$ cat src/rtl/seg7_scan_ctrl.sv
// seg7_scan_ctrl: time-multiplexed BCD seven-segment scanner with blanking,
// leading-zero suppression and frame-aligned shadow updates.
module seg7_scan_ctrl #(
    parameter int DIGITS = 4,
    parameter int DIV    = 50000,
    parameter int BLANK  = 500
) (
    input  logic                  clk,
    input  logic                  rst_n,
    input  logic                  enable,
    input  logic                  lz,
    input  logic                  load,
    input  logic [4*DIGITS-1:0]   value,
    output logic [6:0]            seg,
    output logic [DIGITS-1:0]     an,
    output logic                  frame_done
);
    localparam int TW = $clog2(DIV);
    localparam int SW = DIGITS > 1 ? $clog2(DIGITS) : 1;

    logic [TW-1:0]       tick, tick_n;
    logic [SW-1:0]       slot, slot_n;
    logic [4*DIGITS-1:0] disp, disp_n, pend;
    logic                pend_v, boundary, xfer, dark;
    logic [3:0]          digit;
    logic [DIGITS-1:0]   hi_zero;

    function automatic logic [6:0] decode(input logic [3:0] d);
        case (d)
            4'd0: return 7'b0000001;
            4'd1: return 7'b1001111;
            4'd2: return 7'b0010010;
            4'd3: return 7'b0000110;
            4'd4: return 7'b1001100;
            4'd5: return 7'b0100100;
            4'd6: return 7'b0100000;
            4'd7: return 7'b0001111;
            4'd8: return 7'b0000000;
            4'd9: return 7'b0000100;
            default: return 7'b1111111;
        endcase
    endfunction

    // Outputs are registered from the next-state values so they always match
    // the tick/slot/disp held in the same cycle.
    always_comb begin
        boundary = enable && tick == TW'(DIV - 1) && slot == SW'(DIGITS - 1);
        xfer     = pend_v && (boundary || !enable);
        tick_n   = (!enable || tick == TW'(DIV - 1)) ? '0 : tick + 1'b1;
        slot_n   = !enable ? '0 :
                   tick != TW'(DIV - 1) ? slot :
                   slot == SW'(DIGITS - 1) ? '0 : slot + 1'b1;
        disp_n   = xfer ? pend : disp;
        hi_zero  = '0;
        hi_zero[DIGITS-1] = disp_n[4*DIGITS-1 -: 4] == 4'd0;
        for (int k = DIGITS - 2; k >= 0; k--)
            hi_zero[k] = hi_zero[k+1] && disp_n[4*k +: 4] == 4'd0;
        digit    = disp_n[{slot_n, 2'b00} +: 4];
        dark     = !enable || int'(tick_n) < BLANK ||
                   (lz && slot_n != '0 && hi_zero[slot_n]);
    end

    always_ff @(posedge clk or negedge rst_n) begin
        if (!rst_n) begin
            tick       <= '0;
            slot       <= '0;
            disp       <= '0;
            pend       <= '0;
            pend_v     <= 1'b0;
            seg        <= '1;
            an         <= '1;
            frame_done <= 1'b0;
        end else begin
            tick       <= tick_n;
            slot       <= slot_n;
            disp       <= disp_n;
            if (load) pend <= value;
            pend_v     <= load ? 1'b1 : xfer ? 1'b0 : pend_v;
            seg        <= dark ? '1 : decode(digit);
            an         <= dark ? '1 : ~(DIGITS'(1) << slot_n);
            frame_done <= tick_n == TW'(DIV - 1) && slot_n == SW'(DIGITS - 1);
        end
    end
endmodule

$ cat config.mk
export PLATFORM = sky130hd
export DESIGN_NAME = seg7_scan_ctrl
export DESIGN_NICKNAME = d
export VERILOG_FILES = /design/src/rtl/seg7_scan_ctrl.sv
export SDC_FILE = /design/constraint.sdc
export NUM_CORES = 1
export LEC_CHECK = 0
export ABC_CLOCK_PERIOD_IN_PS = 3200
export CAP_MARGIN = 10
export CORE_MARGIN = 8
export CORE_UTILIZATION = 58
export DETAILED_ROUTE_END_ITERATION = 7
export GPL_ROUTABILITY_DRIVEN = 0
export PLACE_DENSITY = 0.84
export SYNTH_ARGS = -nofsm -noshare
export SYNTH_HDL_FRONTEND = slang
export SYNTH_SLANG_ARGS = --single-unit
$ cat constraint.sdc
create_clock -name clk -period 3.2 [get_ports clk]
set_input_delay 0.8 -clock clk [delete_from_list [all_inputs] [get_ports clk]]
set_output_delay 0.8 -clock clk [all_outputs]
set_load 0.05 [all_outputs]
* Word-level counts from Yosys, hierarchy flattened
Memory sizes are Yosys's and may differ from the RTL's. Cells that the tools add are included.
Operators by class: multiplexer cells 11, reductions and logical operators 20, equality and inequality tests 5, magnitude comparators 2, add/subtract/negate cells 2, shift-type cells 2, bitwise gates (word level) 1
Operator list (number):
- $eq 16x16->1 const B | 2
- $mux 16 | 2
- $add 16x1->16 const B | 1
- $logic_not 4->1 | 4
- $lt 16x9->1 const B | 1
- $ne 16x16->1 const B | 1
- $shiftx 16x5->4 | 1
- $logic_and 1x1->1 | 9
- $mux 7 | 1
- $mux 2 | 3
- $eq 2x2->1 const B | 2
- $logic_or 1x1->1 | 4
- $mux 4 | 1
- $not 4->4 | 1
- $reduce_bool 2->1 | 2
- $shl 1x2->4 const A | 1
- $lt 2x3->1 const B | 1
- $mux 1 | 3
- $add 2x1->2 const B | 1
- $bmux 1 s2 | 1
- $logic_not 1->1 | 1
Word-level totals: input bits 21, memories kept 1, register bits after elaboration 63, bits in read-only memories 112
Memories:
- (name not given) | depth 16, width 7, rd ports 1, clocked after Yosys merged registers in 0, wr ports 0, RTL line 29 | case (d)

* Depth between registers and ports, before layout
word-level depth 15, depth in mapped cells 13, gate-level depth less buffers 12

* Least setup slack after synthesis
Ideal clock, no wire load.
path type input -> register, start input port enable, end register seg[3], data required time 3.114 ns, path buffers 2, library setup time 0.086 ns, data arrival time 2.845 ns, cell stages on the path 11, slack 0.269 ns, cells stage by stage clkbuf_1 > nand2b_1 > o21ai_2 > buf_4 > mux2_2 > a22oi_1 > nand2_1 > inv_1 > ha_1 > and2_1 > o31ai_2
On the way: word-level cells in the longest chain between the ends 14, elaborated cells on any way between the ends 27, those cells by class order compare: 1; shift: 1; mux: 6; reduce/logical: 18; memory: 1
Ends and longest elaborated chain:
- start, declared | RTL line 10 | input logic enable,
- $logic_and 1x1->1 (2 in series) | RTL line 47 | boundary = enable && tick == TW'(DIV - 1) && slot == SW'(DIGITS - 1);
- $logic_or 1x1->1 * | RTL line 48 | xfer = pend_v && (boundary || !enable);
- $logic_and 1x1->1 * | RTL line 48
- $mux 16 * | RTL line 53 | disp_n = xfer ? pend : disp;
- via disp_n[8] | RTL line 23 | logic [4*DIGITS-1:0] disp, disp_n, pend;
- branches (longest 8 deep; another with $mem_v2 16x7)
- $mux 7 * | RTL line 79 | seg <= dark ? '1 : decode(digit);
- end signal, assigned | RTL line 79
- end, declared | RTL line 14 | output logic [6:0] seg,
Mark *: on every way through the listed nets, which the timed path passes. The select of a mux whose other input is x is not followed. A chain may end at the register's enable or synchronous reset.

* Worst setup path in the final report
start register slot[0], end register seg[3]
On the way: word-level cells in the longest chain between the ends 14, elaborated cells on any way between the ends 25, those cells by class add/sub: 1; eq/ne: 1; shift: 1; mux: 7; reduce/logical: 14; memory: 1
Ends and longest elaborated chain:
- start, declared | RTL line 22 | logic [SW-1:0] slot, slot_n;
- start signal, assigned | RTL line 75 | slot <= slot_n;
- branches (longest 13 deep; another with $mem_v2 16x7)
- $mux 7 * | RTL line 79
Mark *: on every way between the ends. The select of a mux whose other input is x is not followed.

==> results.cfg <==
[drt]
drc = 0
final_antenna_net_count = 0
drtIter0Drc = 196
vias_per_cell = 6.11
firstDrtPassIters = 5
routedWlPerCell_um = 17.9
drt_wl_total_um = 8160
vias = 2791

[timing]
worst_pin_slew_ns = 0.805
skew_ns = 0.0118
timing.fmax_mhz = 334
slew_headroom = 0.462
rsz0062_at_grt = no
fin_tns_setup_ns = 0
setup_viol = 0
period_needed_ns = 2.99
finalWorstSetupSlack_ns = 0.209
hold_violations = 0
min_period_over_period = 0.935
drv_slew = 0

[critical_path]
timing.rr.end = seg[3]$_DFF_PN1_
r2r_setup_slack_ns = 0.21
worst-endpoint-required_ns = 3.47
arrival_ns = 3.26
end_kind = flop
cp-start-kind = flop
cp_top_family = simple AND/OR/NAND/NOR gates
path_cells = ha_1 > and2_1 > nand2_1 > o21ai_0 > o211ai_1 > and4_4 > ha_1 > and2_1 > o31ai_2
r2r.worst_path.cells = 9
slowest_delay_ns = 0.64
cp.buffers_inverters = 0
reg2reg_from = slot[0]$_DFF_PN0_
path_class = reg2reg
cp_max_fo = 23
cp_slowest_cell = and2_1

[synthesis]
ys_seq_area_frac = 0.438
yosysMostFrequentCell = dfrtp_1
syn_inst = 335
synth-xor-area-share = 0.0338
synth_top_area_frac = 0.359
syn_area_um2 = 3630
synth_compound_area_frac = 0.143
synth-async-reset-ratio = 1.00
synth_top_family_by_area = simple AND/OR/NAND/NOR gates
synthTopCellsByCount = dfrtp_1, nand2_1, mux2_2
ys_ff_latch = 63
syn_nets = 364
synth_edf_count = 0
ys.flop_type = dfrtp_1
ys_types = 64
synthMuxAreaShare = 0.114
ys_warn_count = 0
synth_top_cell_by_area = dfrtp_1
synth.area.top_cells = dfrtp_1, mux2_2, dfstp_2
synth-simple-area-share = 0.205
synthAdderAreaFrac = 0.0276
avgSynthCellArea_um2 = 10.8

[global_routing]
grt_pass1_wl_um = 13700
grtUsageTotal = 0.196
grt_pass1_vias = 2850
grt_antenna_before_repair = 0
grt_overflow_total = 0
grt_max_degree = 38

[floorplan]
rows = 29
top_level_ports = 33
initial_core_util = 0.585
core_um2 = 6200
die_h_um = 95.1
dieArea_um2 = 9040
die_x_um = 95.1

[clock_network]
postCtsSetupBuffers = 0
cts_buffers = 9
htreeDepth = 3
cts.clk_slew.worst_paths_ns = 0.08
cts_sinks = 63
cts_hold_buf = 0
cts_resized = 0
clock_path_buffers = 2
root_buffer = clkbuf_8
cts_tree = done
clkLatencyLatePin_ns = 0.35

[power_and_ir_drop]
max-vdd-ir-drop_uv = 376
powerDensity_nw_per_um2 = 444
p_leak_nw = 1.73

[place]
dp_hpwl_um = 5900
port_buffers = 32
placed_cell_area_um2 = 4040
preCtsSetupSlack_ns = 0.0713
place_inst = 441

[job]
cap_violations = 0

[cells_and_area]
nNetsFinal = 404
fin_area_um2 = 4230
drive_gt1_frac = 0.287
area_growth_pct = 16.5
diodes = 0
final_cell_count_no_fill = 457
nFillCells = 475

[status]
outcome = complete, no violations

[min_path]
hold_path.class = in2async
how the worst max path moves through the flow:
stage                            end  depth (start not counted)               from  slack (ns)
floorplan           seg[3]$_DFF_PN1_                         11             enable        0.27
global placement    seg[3]$_DFF_PN1_                         10             enable        0.15
detailed placement  seg[3]$_DFF_PN1_                         10             enable        0.07
CTS                 seg[3]$_DFF_PN1_                         11  tick[0]$_DFF_PN0_        0.23
global route        seg[3]$_DFF_PN1_                          8  slot[0]$_DFF_PN0_        0.04
finish              seg[3]$_DFF_PN1_                          9  slot[0]$_DFF_PN0_        0.21
metrics by stage:
step / utilization / power [mW] / hold slack [ns]
global route: 0.681 / 1.96 / 0.525
finish: 0.681 / 1.88 / 0.469
floorplan: - / 1.09 / 0.459
global placement: 0.650 / 1.19 / 0.484
detailed placement: 0.650 / 1.21 / 0.487
CTS: 0.681 / 1.89 / 0.483
layout by cell type, fill, tap and decap left out, types with 3 or more instances in the layout:
cell             Yosys  layout
dfstp_2             11      11
o211ai_1             7       7
nand3_1              9       9
mux2i_1              4       4
inv_1                5       5
a21boi_0             7       7
or4_1                3       3
and2_1               8       8
clkinv_2             0       3
o211ai_2             4       4
a21boi_1             3       3
dfrtp_1             52      52
nand2b_1             3       3
nor2_1              16      16
nor2b_1              4       4
nand2_1             38      38
and3_1               9       9
clkdlybuf4s50_1      0      31
buf_4                3      12
o21ai_2              5       5
o21ai_0             17      17
or2_2                4       4
ha_1                 8       8
xor2_1               9       9
mux2_2              30      30
nor4_1               5       5
clkbuf_8             0      10
a21oi_1              6       6
nor3_1               5       5
xnor2_1              5       5
layer usage:
layer | routed length [µm] | GRT usage
met4 | 232 | 0.109
met3 | 560 | 0.0465
met1 | 3370 | 0.236
met5 | 0 | 0
met2 | 4000 | 0.319
cell families (layout without fill, tap and decap cells):
| logic type | count (synthesis) | after routing |
|---|---|---|
| AND/OR/NAND/NOR | 128 | 128 |
| multiplexers | 36 | 36 |
| buffers and inverters | 22 | 67 |
| AO/OA/AOI/OAI | 64 | 64 |
| flip-flops | 63 | 63 |
| adder cells (fa/ha/maj) | 8 | 8 |
| XOR/XNOR | 14 | 14 |
state kept, by name, indices dropped and copies added (netlist names):
signal      count
slot            2
disp           16
tick           16
frame_done      1
seg             7
pend           16
an              4
pend_v          1
area by class of cell:
cell class / count / area, µm² / area share
Sequential cell: 63 / 1590 / 0.376
Clock buffer: 12 / 145 / 0.0343
Timing Repair Buffer: 45 / 425 / 0.101
Tap cell: 77 / 96.3 / 0.0228
Multi-Input combinational cell: 250 / 1900 / 0.450
Clock inverter: 4 / 45.0 / 0.0107
Inverter: 6 / 22.5 / 0.00533
where the power goes:
| group | internal (mW) | total [mW] | switching (mW) |
|---|---|---|---|
| Clock | 0.378 | 0.686 | 0.308 |
| Sequential | 0.859 | 0.907 | 0.0477 |
| Combinational | 0.143 | 0.285 | 0.142 |
| Total | 1.38 | 1.88 | 0.498 |
Power figures use the tool's default switching activity.
